File: src/rtl/timing_sequencer_pkg.sv
// Shared constants for the timing sequencer: state/PHASE encoding, count and
// timing-bus widths, interrupt-cycle length, and the SC-to-T one-hot decode.
package timing_sequencer_pkg;

  localparam int SC_W     = 4;
  localparam int T_W      = 16;
  localparam int ST_W     = 3;
  localparam int INTR_LEN = 3;

  // State codes double as the PHASE output encoding.
  localparam logic [ST_W-1:0] ST_IDLE  = 3'd0;
  localparam logic [ST_W-1:0] ST_FETCH = 3'd1;
  localparam logic [ST_W-1:0] ST_EXEC  = 3'd2;
  localparam logic [ST_W-1:0] ST_INTR  = 3'd3;
  localparam logic [ST_W-1:0] ST_HALT  = 3'd4;

  typedef logic [SC_W-1:0] sc_t;

  function automatic logic [T_W-1:0] sc_onehot(input sc_t sc);
    logic [T_W-1:0] v;
    v     = '0;
    v[sc] = 1'b1;
    return v;
  endfunction

endpackage

File: src/rtl/timing_sequencer_seq_count.sv
// Sequence counter for the timing sequencer: synchronous clear has priority
// over enable; asynchronous active-high reset.
module seq_count
  import timing_sequencer_pkg::*;
(
  input  logic  i_clk,
  input  logic  i_rst,
  input  logic  i_clr,
  input  logic  i_en,
  output sc_t   o_cnt
);

  sc_t r_cnt;

  always_ff @(posedge i_clk or posedge i_rst) begin
    if (i_rst)      r_cnt <= '0;
    else if (i_clr) r_cnt <= '0;
    else if (i_en)  r_cnt <= r_cnt + 1'b1;
  end

  assign o_cnt = r_cnt;

endmodule

File: src/rtl/timing_sequencer.sv
// Instruction-cycle timing sequencer (IDLE/FETCH/EXEC/INTR/HALT) driving the
// one-hot T bus. Define SEQ_INTR_EN to enable the interrupt-acknowledge path.
module timing_sequencer
  import timing_sequencer_pkg::*;
#(
  parameter int FETCH_CYC = 3
) (
  input  logic        i_clk,
  input  logic        i_rst,
  input  logic        i_start,
  input  logic        i_done,
  input  logic        i_hlt,
  input  logic        i_irq,
  output logic [3:0]  o_sc,
  output logic [15:0] o_t,
  output logic [2:0]  o_phase,
  output logic        o_inta,
  output logic        o_err
);

  localparam sc_t FETCH_LAST = SC_W'(FETCH_CYC - 1);
  localparam sc_t INTR_LAST  = SC_W'(INTR_LEN - 1);
  localparam sc_t SC_MAX     = '1;

  logic [ST_W-1:0] r_state;
  logic [ST_W-1:0] w_state_nxt;
  logic            r_err;
  logic            w_err_set;
  logic            w_clr;
  logic            w_en;
  logic            w_irq_taken;
  sc_t             w_sc;

`ifdef SEQ_INTR_EN
  assign w_irq_taken = i_irq;
`else
  logic w_unused_irq;
  assign w_unused_irq = i_irq;
  assign w_irq_taken  = 1'b0;
`endif

  always_comb begin
    w_state_nxt = r_state;
    w_clr       = 1'b0;
    w_en        = 1'b0;
    w_err_set   = 1'b0;
    case (r_state)
      ST_IDLE, ST_HALT: begin
        w_clr = 1'b1;
        if (i_start) w_state_nxt = ST_FETCH;
      end
      // SC keeps counting across the FETCH->EXEC boundary.
      ST_FETCH: begin
        w_en = 1'b1;
        if (w_sc == FETCH_LAST) w_state_nxt = ST_EXEC;
      end
      ST_EXEC: begin
        w_en = 1'b1;
        if (i_done) begin
          w_clr = 1'b1;
          if (i_hlt)            w_state_nxt = ST_HALT;
          else if (w_irq_taken) w_state_nxt = ST_INTR;
          else                  w_state_nxt = ST_FETCH;
        end else if (w_sc == SC_MAX) begin
          w_clr       = 1'b1;
          w_err_set   = 1'b1;
          w_state_nxt = ST_FETCH;
        end
      end
      ST_INTR: begin
        w_en = 1'b1;
        if (w_sc == INTR_LAST) begin
          w_clr       = 1'b1;
          w_state_nxt = ST_FETCH;
        end
      end
      default: begin
        w_clr       = 1'b1;
        w_state_nxt = ST_IDLE;
      end
    endcase
  end

  always_ff @(posedge i_clk or posedge i_rst) begin
    if (i_rst) begin
      r_state <= ST_IDLE;
      r_err   <= 1'b0;
    end else begin
      r_state <= w_state_nxt;
      if (w_err_set) r_err <= 1'b1;
    end
  end

  seq_count u_seq_count (
    .i_clk (i_clk),
    .i_rst (i_rst),
    .i_clr (w_clr),
    .i_en  (w_en),
    .o_cnt (w_sc)
  );

  assign o_sc    = w_sc;
  assign o_phase = r_state;
  assign o_err   = r_err;
  assign o_t     = ((r_state == ST_FETCH) || (r_state == ST_EXEC) || (r_state == ST_INTR))
                   ? sc_onehot(w_sc) : '0;

`ifdef SEQ_INTR_EN
  assign o_inta = (r_state == ST_INTR) && (w_sc == INTR_LAST);
`else
  assign o_inta = 1'b0;
`endif

endmodule

File: config.mk
export PLATFORM = sky130hd
export DESIGN_NAME = timing_sequencer
export DESIGN_NICKNAME = d
export VERILOG_FILES = /design/src/rtl/timing_sequencer_pkg.sv /design/src/rtl/timing_sequencer_seq_count.sv /design/src/rtl/timing_sequencer.sv
export SDC_FILE = /design/constraint.sdc
export NUM_CORES = 1
export LEC_CHECK = 0
export ABC_AREA = 1
export BUFFER_PORTS_ARGS = -buffer_cell sky130_fd_sc_hd__buf_2
export CAP_MARGIN = 20
export CELL_PAD_IN_SITES_DETAIL_PLACEMENT = 0
export CELL_PAD_IN_SITES_GLOBAL_PLACEMENT = 1
export CORE_MARGIN = 2
export CORE_UTILIZATION = 33
export DETAILED_ROUTE_END_ITERATION = 8
export PLACE_DENSITY_LB_ADDON = 0.05
export SYNTH_ARGS = -nofsm -noshare
export SYNTH_HDL_FRONTEND = slang
export SYNTH_SLANG_ARGS = --single-unit
export TNS_END_PERCENT = 1
File: constraint.sdc
create_clock -name i_clk -period 3.2 [get_ports i_clk]
set_input_delay 0.64 -clock i_clk [delete_from_list [all_inputs] [get_ports i_clk]]
set_output_delay 0.64 -clock i_clk [all_outputs]
set_load 0.005 [all_outputs]
==> results_tabular.tex <==
\begin{tabular}{lr}
\hline
Metric & Value \\
\hline
\multicolumn{2}{l}{\textbf{Flow run}} \\
\quad Max capacitance violation total & 0 \\
\multicolumn{2}{l}{\textbf{Timing}} \\
\quad Fraction of the cycle the final worst path needs & 0.657 \\
\quad Worst Clk Skew & 0.00286 ns \\
\quad Fin. Hold Viols & 0 \\
\quad Final total negative setup slack & 0 ns \\
\quad Pins over their slew limit & 0 \\
\quad Setup repair after global routing missed its margin & no \\
\quad Minimum clock period & 2.10 ns \\
\quad Fmax & 476 MHz \\
\quad Final setup violation count & 0 \\
\multicolumn{2}{l}{\textbf{Clocking}} \\
\quad Root buffer cell & clkbuf\_4 \\
\quad Postcts setup bufs & 0 \\
\quad Total CTS buffers & 3 \\
\quad Cells resized by post-CTS repair & 0 \\
\quad Hold buffer count at CTS & 0 \\
\quad Number of H-tree levels & 1 \\
\quad TritonCTS clock tree & built \\
\quad Clock net sink count & 8 \\
\quad Latest clock arrival within the worst-skew pair & 0.25 ns \\
\quad Clock input transition at the sequential cells of the worst setup and hold paths & 0.05 ns \\
\quad CTS Buffer Depth & 2 \\
\multicolumn{2}{l}{\textbf{Worst setup path}} \\
\quad Startpoint of the worst setup timing path & u\_seq\_count.o\_cnt[2] \\
\quad Setup slack on the worst flop-to-flop path & 1.84 ns \\
\quad Reg2reg start & u\_seq\_count.o\_cnt[0] \\
\quad Data required time of the worst path & 2.56 ns \\
\quad CP Capture Point & o\_t[7] \\
\quad Data arrival time of the critical path & 1.46 ns \\
\quad Path type of the worst setup path & flip-flop to output port \\
\quad Reg-to-Reg End & o\_phase[1] \\
\quad Crit path capture type & output port \\
\quad Cell depth of the worst flop-to-flop path & 7 \\
\quad Kind of start point of the critical path & flip-flop \\
\quad Critical Path Fanout Max & 10 \\
\multicolumn{2}{l}{\textbf{Global routing}} \\
\quad Overall overflow remaining after global route & 0 \\
\quad Global-route wire length before repair & 2260 um \\
\quad Via count of the first global-routing pass & 538 \\
\quad Number of antenna violations at the first check in global routing & 0 \\
\quad All-Layer GR Usage & 0.120 \\
\quad Pin count of the biggest net entering global routing & 11 \\
\multicolumn{2}{l}{\textbf{Power}} \\
\quad Static power due to leakage & 0.494 nW \\
\quad Fraction of power consumed by the clock network & 0.106 \\
\quad Design Power & 0.000708 W \\
\quad Power per standard cell area & 857 mW/mm\^{}2 \\
\quad Share of power burned in registers & 0.305 \\
\quad Peak supply drop & 455 uV \\
\quad Combinational fraction of design power & 0.590 \\
\quad Internal Pwr Total & 0.000359 W \\
\quad Net switching power of the design & 0.000349 W \\
\quad Switching portion of total power & 0.493 \\
\multicolumn{2}{l}{\textbf{Layout}} \\
\quad Layout cells sized above 1 & 0.412 \\
\quad Sequential cell area & 200 um\^{}2 \\
\quad End-of-flow core utilization & 0.430 \\
\quad Fill cell count & 218 \\
\quad Total inserted antenna cells & 0 \\
\quad Net count of the finished layout & 131 \\
\quad Multi-input logic area & 377 um\^{}2 \\
\quad Growth of design area from synthesis to finish & 25.2\% \\
\multicolumn{2}{l}{\textbf{Synthesis}} \\
\quad Avg Synthesized Cell Area & 7.25 um\^{}2 \\
\quad Leading area contributor after synthesis & dfrtp\_1 \\
\quad Count of different cell masters after synthesis & 24 \\
\quad Most area-consuming cells after synthesis & dfrtp\_1 30\%, nor2\_1 12\%, ha\_1 7.6\%, nand2\_1 7.4\%, nand2\_2 6.6\% \\
\quad Proportion of synthesized chip area in sequential cells & 0.304 \\
\quad List of most frequent post-synthesis cells & 21 x nor2\_1, 13 x nand2\_1, 11 x inv\_1 \\
\quad Total standard cell area after synthesis & 659 um\^{}2 \\
\quad Register bit total from synthesis & 8 \\
\quad YS warnings & 0 \\
\quad Post-synthesis net count & 101 \\
\quad Main flop type after synthesis & dfrtp\_1 \\
\quad Yosys top cell area share & 0.304 \\
\quad Mapped Cells & 91 \\
\quad Post-synth EDFFs & 0 \\
\quad Most common cell in the netlist & nor2\_1 \\
\quad Async set or reset register ratio after synthesis & 1.00 \\
\multicolumn{2}{l}{\textbf{Placed design}} \\
\quad Half-perimeter wire length after detailed placement & 1110 um \\
\quad IO Port Bufs & 28 \\
\quad Final GP Congestion & 0.786 \\
\multicolumn{2}{l}{\textbf{Floorplanning}} \\
\quad Initial Utilization & 0.343 \\
\quad IO Count & 31 \\
\quad Die H & 48.7 um \\
\quad DIE AREA & 0.00237 mm\^{}2 \\
\quad Area of the core & 0.00192 mm\^{}2 \\
\quad Horiz. Die Dim & 48.7 um \\
\quad Number of standard-cell rows in the floorplan & 16 \\
\multicolumn{2}{l}{\textbf{Routing}} \\
\quad Routed vias/inst & 4.18 \\
\quad Final routed DRC violation total & 0 \\
\quad Routed wire length & 1330 um \\
\quad Via count & 611 \\
\quad Routed WL per cell & 9.13 um \\
\quad Number of DRC violations after detailed-routing iteration 0 & 1 \\
\quad DRT antenna net count & 0 \\
\quad Count of TritonRoute iterations in the first routing pass & 4 \\
\multicolumn{2}{l}{\textbf{Min path}} \\
\quad Classification of the worst-slack hold path & input port to async pin \\
\multicolumn{2}{l}{\textbf{Outcome}} \\
\quad Result of the run & finished clean \\
\hline
\end{tabular}
## power groups by stage
stage               clock (W)  sequential (W)  combinational, W
floorplan                   0        0.000186          0.000346
global placement            0        0.000219          0.000427
detailed placement          0        0.000219          0.000424
CTS                 0.0000787        0.000218          0.000426
global route        0.0000824        0.000227          0.000484
finish              0.0000749        0.000216          0.000417
## registers in the layout (all words and copies together), names as in the netlist
name and count:
u_seq_count.o_cnt 4, o_phase 3, o_err 1
## cell families after synthesis
group	Yosys count	share of synthesized area
buffers and inverters	17	0.125
other	1	0.00569
adders and majority gates	4	0.0759
DFF	8	0.304
AOI/OAI and AO/OA	6	0.0493
and+or+nand+nor	53	0.414
xor gates and xnor gates	2	0.0266
## layer usage
metal  GRT usage  up-vias  part of all wire
met5           0        -                 0
met4      0.0571        0            0.0038
met3      0.0309        2             0.071
met2       0.180       19              0.42
met1       0.161      260              0.50
li1            -      330                 -
## final cells by class
cell class	count	share of cell area
Multi-Input combinational cell	66	0.456
Sequential cell	8	0.242
Timing Repair Buffer	28	0.170
Inverter	14	0.0636
Tap cell	27	0.0409
Clock buffer	3	0.0273
## stage by stage
stage | hold slack (ns) | instances | cell area, um^2 | setup WS [ns]
after floorplan | 0.456 | 91 | 659 | 1.64
after global placement | 0.458 | 143 | 803 | 1.38
after detailed placement | 0.466 | 143 | 803 | 1.36
after CTS | 0.332 | 146 | 826 | 1.08
after global routing | 0.352 | 146 | 826 | 1.00
final | 0.325 | 146 | 826 | 1.10
## cells in the final DEF (no fill, tap or decap), drive strengths merged
cell	netlist	final
o21ai	4	4
conb	1	1
nand4	1	1
nor2	23	23
o21bai	1	1
or2	1	1
buf	3	28
xnor2	1	1
xor2	1	1
ha	4	4
dfrtp	8	8
clkbuf	0	3
nand2	21	21
nor3	3	3
a21oi	1	1
inv	14	14
nand3	4	4
## critical path, stage by stage (launching register included)
cell and delay, ns:
dfrtp_1 0.62, inv_1 0.10, or2_1 0.27, nor2_1 0.11, buf_2 0.11
## worst min path at each step
stage	cells past startpoint	slack, ns	start	to
after floorplan	1	0.46	i_rst	o_err
after global placement	1	0.46	o_err	o_err
after detailed placement	1	0.47	o_err	o_err
after CTS	2	0.33	i_rst	o_phase[2]
after global routing	2	0.35	i_rst	u_seq_count.o_cnt[2]
final	2	0.32	i_rst	u_seq_count.o_cnt[2]
Power figures use the tool's default switching activity.
